--- config.mk ---
export PLATFORM = sky130hd
export DESIGN_NAME = hdg_frwrd_gen
export DESIGN_NICKNAME = d
export VERILOG_FILES = /design/src/rtl/hdg_frwrd_gen.sv
export SDC_FILE = /design/constraint.sdc
export NUM_CORES = 1
export LEC_CHECK = 0
export CAP_MARGIN = 30
export CORE_MARGIN = 2
export CORE_UTILIZATION = 52
export DETAILED_ROUTE_END_ITERATION = 6
export PLACE_DENSITY = 0.81
export SYNTH_ARGS = -nofsm -noshare
export SYNTH_HDL_FRONTEND = slang
export SYNTH_SLANG_ARGS = --single-unit
export TNS_END_PERCENT = 30
--- constraint.sdc ---
create_clock -name clk -period 3.7 [get_ports clk]
set_clock_uncertainty 0.05 [all_clocks]
set_input_delay 0.555 -clock clk [delete_from_list [all_inputs] [get_ports clk]]
set_output_delay 0.555 -clock clk [all_outputs]
set_load 0.05 [all_outputs]
--- src/rtl/hdg_frwrd_gen.sv ---
// Heading-error / forward-speed generator feeding the PID for one move.
// Latency: error/err_vld/frwrd/moving/done are all registered, 1 clk after the input event.
// Backpressure: none; heading_rdy strobes are consumed every cycle. Optional macro FAST_SIM_EN scales the ramp step by 8.
module hdg_frwrd_gen #(
  parameter logic [9:0]  FRWRD_MAX  = 10'h300,
  parameter logic [9:0]  INC        = 10'd16,
  parameter logic [11:0] HDG_THRESH = 12'd96
) (
  input  logic        clk,
  input  logic        rst_n,
  input  logic        move_go,
  input  logic        move_stop,
  input  logic [11:0] desired_heading,
  input  logic [11:0] heading,
  input  logic        heading_rdy,
  output logic [11:0] error,
  output logic        err_vld,
  output logic [9:0]  frwrd,
  output logic        moving,
  output logic        done
);

  typedef enum logic [1:0] {
    IDLE      = 2'd0,
    RAMP_UP   = 2'd1,
    CRUISE    = 2'd2,
    RAMP_DOWN = 2'd3
  } state_t;

`ifdef FAST_SIM_EN
  // Coarse step so full-system sims reach cruise in a handful of samples.
  localparam logic [11:0] STEP_UP = {2'b00, INC} << 3;
`else
  localparam logic [11:0] STEP_UP = {2'b00, INC};
`endif
  // Deceleration is twice as aggressive as acceleration.
  localparam logic [11:0] STEP_DN = STEP_UP << 1;

  state_t      state_q, state_d;
  logic [11:0] des_hdg_q, des_hdg_d;
  logic [11:0] error_q, error_d;
  logic        err_vld_q, err_vld_d;
  logic [9:0]  frwrd_q, frwrd_d;
  logic        moving_q, moving_d;
  logic        done_q, done_d;

  logic [11:0] diff;
  logic [11:0] diff_abs;
  logic        over_thresh;
  logic [11:0] up_sum;
  logic [9:0]  up_sat;
  logic [9:0]  dn_sat;

  // Heading error, its magnitude, and the saturated ramp candidates.
  always_comb begin
    diff        = heading - des_hdg_q;
    // -2048 negates to 12'h800, which as unsigned is 2048 and so lands above threshold.
    diff_abs    = diff[11] ? (~diff + 12'd1) : diff;
    over_thresh = (diff_abs >= HDG_THRESH);
    up_sum      = {2'b00, frwrd_q} + STEP_UP;
    up_sat      = (up_sum >= {2'b00, FRWRD_MAX}) ? FRWRD_MAX : up_sum[9:0];
    dn_sat      = ({2'b00, frwrd_q} <= STEP_DN) ? 10'd0 : (frwrd_q - STEP_DN[9:0]);
  end

  // Next-state and next-output decode.
  always_comb begin
    state_d   = state_q;
    des_hdg_d = des_hdg_q;
    error_d   = heading_rdy ? diff : error_q;
    err_vld_d = heading_rdy;
    frwrd_d   = frwrd_q;
    done_d    = 1'b0;
    case (state_q)
      IDLE: begin
        frwrd_d = 10'd0;
        // move_go takes priority over a coincident move_stop, which IDLE ignores anyway.
        if (move_go) begin
          des_hdg_d = desired_heading;
          state_d   = RAMP_UP;
        end
      end
      RAMP_UP: begin
        // Large heading error: hold speed and let the PID turn in place.
        if (heading_rdy && !over_thresh) begin
          frwrd_d = up_sat;
          if (up_sat == FRWRD_MAX) state_d = CRUISE;
        end
        // Stop overrides a simultaneous transition into CRUISE.
        if (move_stop) state_d = RAMP_DOWN;
      end
      CRUISE: begin
        if (move_stop) state_d = RAMP_DOWN;
      end
      RAMP_DOWN: begin
        if (heading_rdy) begin
          frwrd_d = dn_sat;
          if (dn_sat == 10'd0) begin
            state_d = IDLE;
            done_d  = 1'b1;
          end
        end
      end
      default: begin
        state_d = IDLE;
        frwrd_d = 10'd0;
      end
    endcase
    moving_d = (state_d != IDLE);
  end

  // State and output registers; reset aborts a move with no ramp-down.
  always_ff @(posedge clk or negedge rst_n) begin
    if (!rst_n) begin
      state_q   <= IDLE;
      des_hdg_q <= 12'd0;
      error_q   <= 12'd0;
      err_vld_q <= 1'b0;
      frwrd_q   <= 10'd0;
      moving_q  <= 1'b0;
      done_q    <= 1'b0;
    end else begin
      state_q   <= state_d;
      des_hdg_q <= des_hdg_d;
      error_q   <= error_d;
      err_vld_q <= err_vld_d;
      frwrd_q   <= frwrd_d;
      moving_q  <= moving_d;
      done_q    <= done_d;
    end
  end

  assign error   = error_q;
  assign err_vld = err_vld_q;
  assign frwrd   = frwrd_q;
  assign moving  = moving_q;
  assign done    = done_q;

endmodule

Word level (Yosys, flattened, before mapping):

Cells that the tools add are included.

* word-level logic and storage cells: 46
* output and inout bits: 25
* latch bits: 0
* register bits: 39
* memories: 0
* input port bits: 29
* ROM bits: 0
* bits in writable memories: 0

* shift operators: 0
* reductions and logical operators: 8
* $mul: 0
* mux-type cells: 17
* $add $sub $neg: 4
* order comparisons: 3
* divide/modulo/power cells: 0
* bitwise operators: 1
* equal/unequal tests: 6

Operators with widths (number)
* $mux 10: 4
* $pmux 10 s3: 1
* $mux 2: 7
* $add 12x1->12 const B: 1
* $ge 12x7->1 const B: 1
* $mux 12: 1
* $not 12->12: 1
* $sub 12x12->12: 1
* $add 10x5->11 const B: 1
* $ge 11x10->1 const B: 1
* $eq 10x10->1 const B: 1
* $le 10x6->1 const B: 1
* $logic_not 10->1: 1
* $sub 10x6->10 const B: 1
* $pmux 2 s4: 1
* $eq 2x2->1 const B: 2
* $ne 2x2->1 const B: 2
* $mux 1: 3
* $reduce_and 3->1: 1
* $reduce_bool 3->1: 1
* $eq 2x1->1 const B: 1
* $logic_not 2->1: 1
* $reduce_and 2->1: 1
* $reduce_bool 2->1: 1
* 2 further kinds: 2

Depth between registers and ports, before layout:

Gate-level depths: netlist of run 1.

* word-level depth: 11
* depth in mapped cells: 12
* mapped depth without buffers: 12

Worst setup path before layout of run 1:

Ideal clock, no wire load.

* kind: input -> register
* from: in heading[0]
* to: reg frwrd_q[5] (netlist: frwrd[5])
* data required time: 3525 ps
* path buffers: 0
* stages: 12
* data arrival time: 3133 ps
* setup time: 125 ps
* path slack: 392 ps
* cells stage by stage: inv_1 > ha_1 > fa_1 > nand2b_1 > a21oi_1 > xnor2_1 > nand3_1 > or4b_1 > a41o_1 > o2111ai_4 > a21o_4 > mux2_4

* longest elaborated chain between the ends: 9

Ends and longest elaborated chain
* from (decl): RTL line 14 `input logic [11:0] heading,`
* $sub 12x12->12 *: RTL line 56 `diff = heading - des_hdg_q;`
* $not 12->12: RTL line 58 `diff_abs = diff[11] ? (~diff + 12'd1) : diff;`
* $add 12x1->12: RTL line 58
* $mux 12 *: RTL line 58
* $ge 12x7->1 *: RTL line 59 `over_thresh = (diff_abs >= HDG_THRESH);`
* $logic_not 1->1 *: RTL line 84 `if (heading_rdy && !over_thresh) begin`
* $logic_and 1x1->1 *: RTL line 84
* $ne 2x2->1 (no line) *
* $reduce_and 3->1 (no line) *
* to (signal assigned): RTL line 126 `frwrd_q <= frwrd_d;`
* to (decl): RTL line 43 `logic [9:0] frwrd_q, frwrd_d;`

Every way passes the cells marked *; elsewhere a longest branch is shown, timed or not.
A chain may end at the register's enable or synchronous reset.

Final worst setup path of run 1:

* from: in heading[0]
* to: reg frwrd_q[8] (netlist: frwrd[8])

The elaborated chain is that of the path after synthesis.

==> metrics.yaml, run 1 <==
global_routing:
  grt_overflow: 0
  grt_pass1_wl_mm: 11.1
  grt_pass1_vias: 2440
  grt_start_max_net_pins: 40
  antenna_found_initial: 0
  grt_usage_pct: 25.4
clocking:
  cts_buffers: 5
  clkTransAtPathRegs_ns: 0.09
  ctsRootBufferMaster: "clkbuf_8"
  post_cts_resized: 0
  clock_sinks: 39
  cts_tree: "yes"
  post_cts_buffers: 0
  ctsHtreeMaxLevel: 2
  insertion_delay_ns: 0.30
  cts.path.max_buffers: 2
  cts_hold_buf: 0
worst_setup_path:
  cp-start-kind: "input port"
  criticalPathCategory: "in -> reg"
  cp.required_ns: 3.86
  critPathCaptureType: "flip-flop"
  endpoint: "frwrd[8]"
  rr_startpoint: "des_hdg_q[1]"
  r2r_slack_ns: 0.44
  worstSetupStartpoint: "heading[0]"
  cp.arrival_ns: 3.74
  crit_fanout: 4
  reg2reg_to: "frwrd[2]"
  ff2ff_path_depth: 13
synth:
  synth_compound_area_share_pct: 21.8
  synth_area_leaders: "dfrtp_1 (37%), ha_1 (7.1%), mux2i_1 (4.5%)"
  synthArstFlopShare_pct: 100
  synthesis.nets: 336
  synth_fa_ha_area_share_pct: 7.80
  synthXorXnorAreaFrac_pct: 1.97
  synth_edf_count: 0
  synthCells: 291
  ys_warn_count: 0
  synth_area_um2: 2660
  synthSimpleGateAreaFrac_pct: 17.5
  synth_most_common_cell: "dfrtp_1"
  synth.distinct_cells: 58
  yosys.area.top_type: "dfrtp_1"
  ys_seq_elements: 39
  ys_seq_area_share_pct: 36.7
  avgSynthCellArea_um2: 9.15
  synthTopCellsByCount: "dfrtp_1 (39), inv_1 (32), nand2_1 (26), o21ai_0 (19), ha_1 (15)"
  synth.top_cell.area_share_pct: 36.7
  synth_top_family_by_area: "compound AO/OA/AOI/OAI gates"
  muxShareOfSynthArea_pct: 8.04
  ys.flop_type: "dfrtp_1"
routing:
  vias_per_cell: 5.59
  antenna_left: 0
  wl_mm: 6.57
  drt_iter0_markers: 157
  dr.pass1.iters: 4
  vias: 2488
  drc: 0
  wl_per_cell_um: 14.8
timing:
  finalWorstPathRequiredPeriod_ns: 3.58
  slew_headroom_pct: 40.9
  finalMaxSlewViolations: 0
  setup-violations-final: 0
  fmax_mhz: 279
  hold_viol_final: 0
  tightest_slew_ns: 0.887
  post-route-period-util_pct: 96.8
placement:
  dp_cells: 437
  port_buffers: 53
  dp_hpwl_mm: 4.90
  gp_congestion: 0.857
power_and_ir_drop:
  leakage_uw: 0.00163
  pwr-share-seq_pct: 21.2
  sw_frac_of_total_pct: 45.5
  p_per_area_nw_per_um2: 983
  p_comb_share_pct: 66.7
  p_sw_uw: 1630
  finalPower_uw: 3580
  p_int_uw: 1950
  clockPowerShare_pct: 12.1
  peakVddDrop_uv: 532
finish:
  final_cells: 445
  area_growth_pct: 36.9
  fillCellCount: 398
  diodes: 0
  layout-drive-gt1-share_pct: 17.1
  nets: 419
die:
  core-area_um2: 5010
  ioPinCount: 54
  die_area_um2: 5710
  die_w_um: 75.5
  die-height_um: 75.5
  num_rows: 26
  start_util_pct: 53.1
hold_path:
  hp-class: "in -> async"
run:
  maxCapViolCount: 0
status:
  status: "complete, no violations"
how the worst min path moves through the flow:
| stage | depth (start not counted) | end | startpoint | slack (ns) |
|---|---|---|---|---|
| after global placement | 1 | error[9] | error[9] | 0.44 |
| final | 1 | des_hdg_q[6] | rst_n | 0.32 |
| after detailed placement | 1 | error[9] | error[9] | 0.45 |
| after floorplan | 0 | des_hdg_q[0] | rst_n | 0.21 |
| after global routing | 1 | err_vld | rst_n | 0.39 |
| after CTS | 1 | des_hdg_q[7] | rst_n | 0.36 |
through the flow:
stage | util (%) | setup TNS [ns] | worst slack (ns) | hold slack, ns | cell area (µm²)
finish | 72.7 | 0 | 0.117 | 0.321 | 3640
global route | 72.7 | -0.0557 | -0.0275 | 0.393 | 3640
floorplan | - | 0 | 0.392 | 0.209 | 2660
CTS | 72.3 | 0 | 0.110 | 0.358 | 3620
global placement | 69.6 | -0.546 | -0.0934 | 0.443 | 3480
detailed placement | 69.6 | -1.51 | -0.184 | 0.450 | 3480
layer usage:
metal  vias to the layer above  wire length, µm  global-route usage [%]
met3                         5              287                    5.56
met4                         0               65                    7.80
met1                      1210             3030                    33.2
li1                       1210                -                       -
met5                         -                0                       0
met2                        63             3190                    42.4
sequential cells by signal, summed over array words and instances, names as in the netlist:
register	flops
des_hdg_q	12
error	12
frwrd	10
state_q	2
done	1
err_vld	1
moving	1
layout make-up:
cell class | count | area [µm²] | share of cell area [%]
clock buffer | 5 | 68.8 | 1.89
clock inverter | 3 | 67.6 | 1.85
inverter | 32 | 120 | 3.30
multi-input combinational | 209 | 1540 | 42.3
sequential | 39 | 976 | 26.8
tap | 70 | 87.6 | 2.40
timing repair buffer | 87 | 781 | 21.4
power by group through the flow:
stage,clock network [µW],registers (µW),logic (µW)
6_report,433,758,2390
5_1_grt,461,788,2590
4_1_cts,442,758,2350
3_5_place_dp,0,766,2330
3_3_place_gp,0,757,2280
2_1_floorplan,0,1080,1160
cell usage in the layout, fill, tap and decap left out, types with 8 or more instances in the layout:
cell type	Yosys	layout
buf_4	0	34
dfrtp_1	39	39
mux2i_1	12	12
clkdlybuf4s50_1	0	52
nor3_1	8	8
a21oi_1	11	9
nor2_1	11	11
nor2b_1	8	8
nand3_1	9	9
ha_1	15	15
o21ai_0	19	19
nand2_1	26	26
inv_1	32	32
critical path: stages:
cell and delay (ns):
clkdlybuf4s50_1 0.45, inv_1 0.04, ha_1 0.22, fa_1 0.43, buf_4 0.17, xor2_2 0.16, nand2_1 0.09, a21oi_2 0.14
nand3_1 0.10, or4b_1 0.51, a41o_1 0.27, o2111ai_4 0.11, a21o_4 0.17, buf_4 0.13, mux2i_1 0.20
kinds of logic (layout without fill, tap and decap cells):
group,count (synthesis),in the layout
AND/OR/NAND/NOR,89,89
AO/OA/AOI/OAI,78,78
buffers and inverters,43,127
flip-flops,39,39
multiplexers,20,20
adder cells (fa/ha/maj),16,16
XOR/XNOR,6,6
No activity file was read; power rests on OpenSTA's default activity.
==> inputs of run 2 (changes only) <==
- TNS_END_PERCENT: 30 -> 100
==> results of run 2 <==
The final DEF is identical to that of run 1; final timing and power are the same.
==> inputs of run 3 (changes only) <==
- PLACE_DENSITY: 0.81 -> 0.78
==> run 3 against run 2 <==
Against the previous run: non-clock buffer count down 5; sequential power grew 0.5%; power shrank 3.8%; flip-flop and latch count unchanged; global-route usage shrank 1.3 points.
==> metrics.yaml, run 3 (synthesis gave the netlist of run 1 again) <==
clocking:
  cts.path.max_buffers: 2  # unchanged
  insertion_delay_ns: 0.30  # about the same
  cts_buffers: 5  # unchanged
  cts_tree: "yes"  # unchanged
  clock_sinks: 39  # unchanged
  ctsRootBufferMaster: "clkbuf_8"  # unchanged
  ctsHtreeMaxLevel: 2  # unchanged
  clkTransAtPathRegs_ns: 0.08  # was 0.09 ns
status:
  status: "complete, no violations"  # unchanged
timing:
  setup-violations-final: 0  # unchanged
  hold_viol_final: 0  # unchanged
  finalMaxSlewViolations: 0  # unchanged
  finalWorstPathRequiredPeriod_ns: 3.54  # was 3.58 ns
  tightest_slew_ns: 0.899  # was 0.887 ns
  setup_slack_ns: 0.161  # was 0.117 ns
  post-route-period-util_pct: 95.6  # was 96.8%
  slew_headroom_pct: 40.1  # was 40.9%
  fin_setup_tns_ns: 0  # unchanged
  rsz0062_at_grt: "false"
  fmax_mhz: 283  # was 279 MHz
placement:
  dp_cells: 431  # was 437
  preCtsSetupSlack_ns: -0.218  # was -0.184 ns
  port_buffers: 53  # unchanged
  gp_congestion: 0.913  # was 0.857
  dp_hpwl_mm: 4.96  # was 4.90 mm
worst_setup_path:
  rr_startpoint: "des_hdg_q[2]"  # was des_hdg_q[1]
  cp.required_ns: 3.84  # was 3.86 ns
  cp.arrival_ns: 3.68  # was 3.74 ns
  criticalPathCategory: "in -> reg"  # unchanged
  critPathCaptureType: "flip-flop"  # unchanged
  ff2ff_path_depth: 13  # unchanged
  reg2reg_to: "frwrd[7]"  # was frwrd[2]
  cp-start-kind: "input port"  # unchanged
  crit_fanout: 4  # unchanged
  r2r_slack_ns: 0.49  # was 0.44 ns
global_routing:
  grt_start_max_net_pins: 40  # unchanged
  grt_use_met3_pct: 4.37  # was 5.56%
  grt_overflow: 0  # unchanged
  use_met2_pct: 40.4  # was 42.4%
  use_met1_pct: 32.6  # was 33.2%
  grt.busiest_layer: "met2"  # unchanged
  grt_pass1_wl_mm: 10.5  # was 11.1 mm
  grt_pass1_vias: 2296  # was 2440
  grt_usage_pct: 24.2  # was 25.4%
  antenna_found_initial: 0  # unchanged
power_and_ir_drop:
  clockPowerShare_pct: 10.1  # was 12.1%
  pwr-share-seq_pct: 22.1  # was 21.2%
  p_int_uw: 1840  # was 1950 µW
  leakage_uw: 0.00159  # was 0.00163 µW
  sw_frac_of_total_pct: 46.5  # was 45.5%
  p_comb_share_pct: 67.8  # was 66.7%
  p_sw_uw: 1600  # was 1630 µW
  p_per_area_nw_per_um2: 960  # was 983 nW/µm²
  peakVddDrop_uv: 709  # was 532 µV
finish:
  final_common_cell: "clkdlybuf4s50_1"  # unchanged
  layout-drive-gt1-share_pct: 16.5  # was 17.1%
  utilization_pct: 71.6  # was 72.7%
  area_growth_pct: 34.8  # was 36.9%
  mostFrequentLayoutCells: "clkdlybuf4s50_1 (52), dfrtp_1 (39), inv_1 (32)"  # was clkdlybuf4s50_1 (52), dfrtp_1 (39), buf_4 (34)
  final_cells: 439  # was 445
  nets: 414  # was 419
  fillCellCount: 414  # was 398
  diodes: 0  # unchanged
routing:
  drc: 0  # unchanged
  drt_iter0_markers: 160  # was 157
  wl_per_cell_um: 14.8  # about the same
  dr.pass1.iters: 4  # unchanged
  wl_mm: 6.52  # was 6.57 mm
  antenna_left: 0  # unchanged
  vias_per_cell: 5.56  # was 5.59
  vias: 2440  # was 2488
die:
  ioPinCount: 54  # unchanged
  die_area_um2: 5710  # unchanged
  die_w_um: 75.5  # unchanged
  die-height_um: 75.5  # unchanged
  num_rows: 26  # unchanged
  start_util_pct: 53.1  # unchanged
  core-area_um2: 5010  # unchanged
hold_path:
  hp-class: "in -> async"  # unchanged
run:
  maxCapViolCount: 0  # unchanged
-- run 3: cell count changes in the layout (fill, tap and decap cells not counted), sizes merged --
cell,previous run,this run
buf,35,30
bufinv,2,1
-- run 3: power groups by stage --
stage,logic (µW),clock network (µW),registers [µW]
4_1_cts,2280,354,761
6_report,2330,349,762
2_1_floorplan,1160,0,1080
3_5_place_dp,2250,0,768
3_3_place_gp,2220,0,760
5_1_grt,2530,373,789
-- run 3: metal layers --
layer	share of wire (%)	vias up	wire length, µm
met5	0	-	0
met2	48	55	3110
met1	47	1173	3100
met3	3.8	7	245
met4	1.0	0	65
li1	-	1205	-
-- run 3: worst max-delay path by stage --
stage / start / end / slack, ns / cells past startpoint
after floorplan: heading[0] / frwrd[5] / 0.39 / 12
after detailed placement: heading[0] / frwrd[5] / -0.22 / 13
after global routing: heading[2] / frwrd[7] / 0.01 / 13
after CTS: heading[0] / frwrd[5] / 0.05 / 13
after global placement: heading[2] / frwrd[2] / -0.12 / 13
final: heading[0] / frwrd[5] / 0.16 / 13
-- run 3: layout make-up --
type                            instances  area (µm²)  area share, %
Multi-Input combinational cell        209        1550           43.3
Sequential cell                        39         976           27.2
Clock buffer                            5        68.8           1.92
Tap cell                               70        87.6           2.44
Clock inverter                          2        37.5           1.05
Timing Repair Buffer                   82         743           20.7
Inverter                               32         120           3.35
-- run 3: worst max-delay path, stage by stage --
cell,delay [ns]
clkdlybuf4s50_1,0.46
inv_1,0.04
ha_1,0.24
fa_2,0.37
nand2b_4,0.16
a21oi_1,0.16
xnor2_1,0.18
nand3_1,0.14
or4b_1,0.52
a41o_1,0.27
o2111ai_4,0.12
a21o_4,0.17
mux2_4,0.29
-- run 3: per-stage QoR --
stage | total power [µW] | instance area [µm²] | hold slack (ns)
floorplan | 2240 | 2660 | 0.209
global placement | 2980 | 3440 | 0.441
detailed placement | 3020 | 3440 | 0.451
CTS | 3390 | 3550 | 0.361
global route | 3690 | 3590 | 0.403
finish | 3440 | 3590 | 0.336
-- run 3: what timing repair did --
action	CTS	global route
gates resized for setup	0	7
setup endpoints to repair	0	11
hold buffers	0	0
setup buffers	0	1
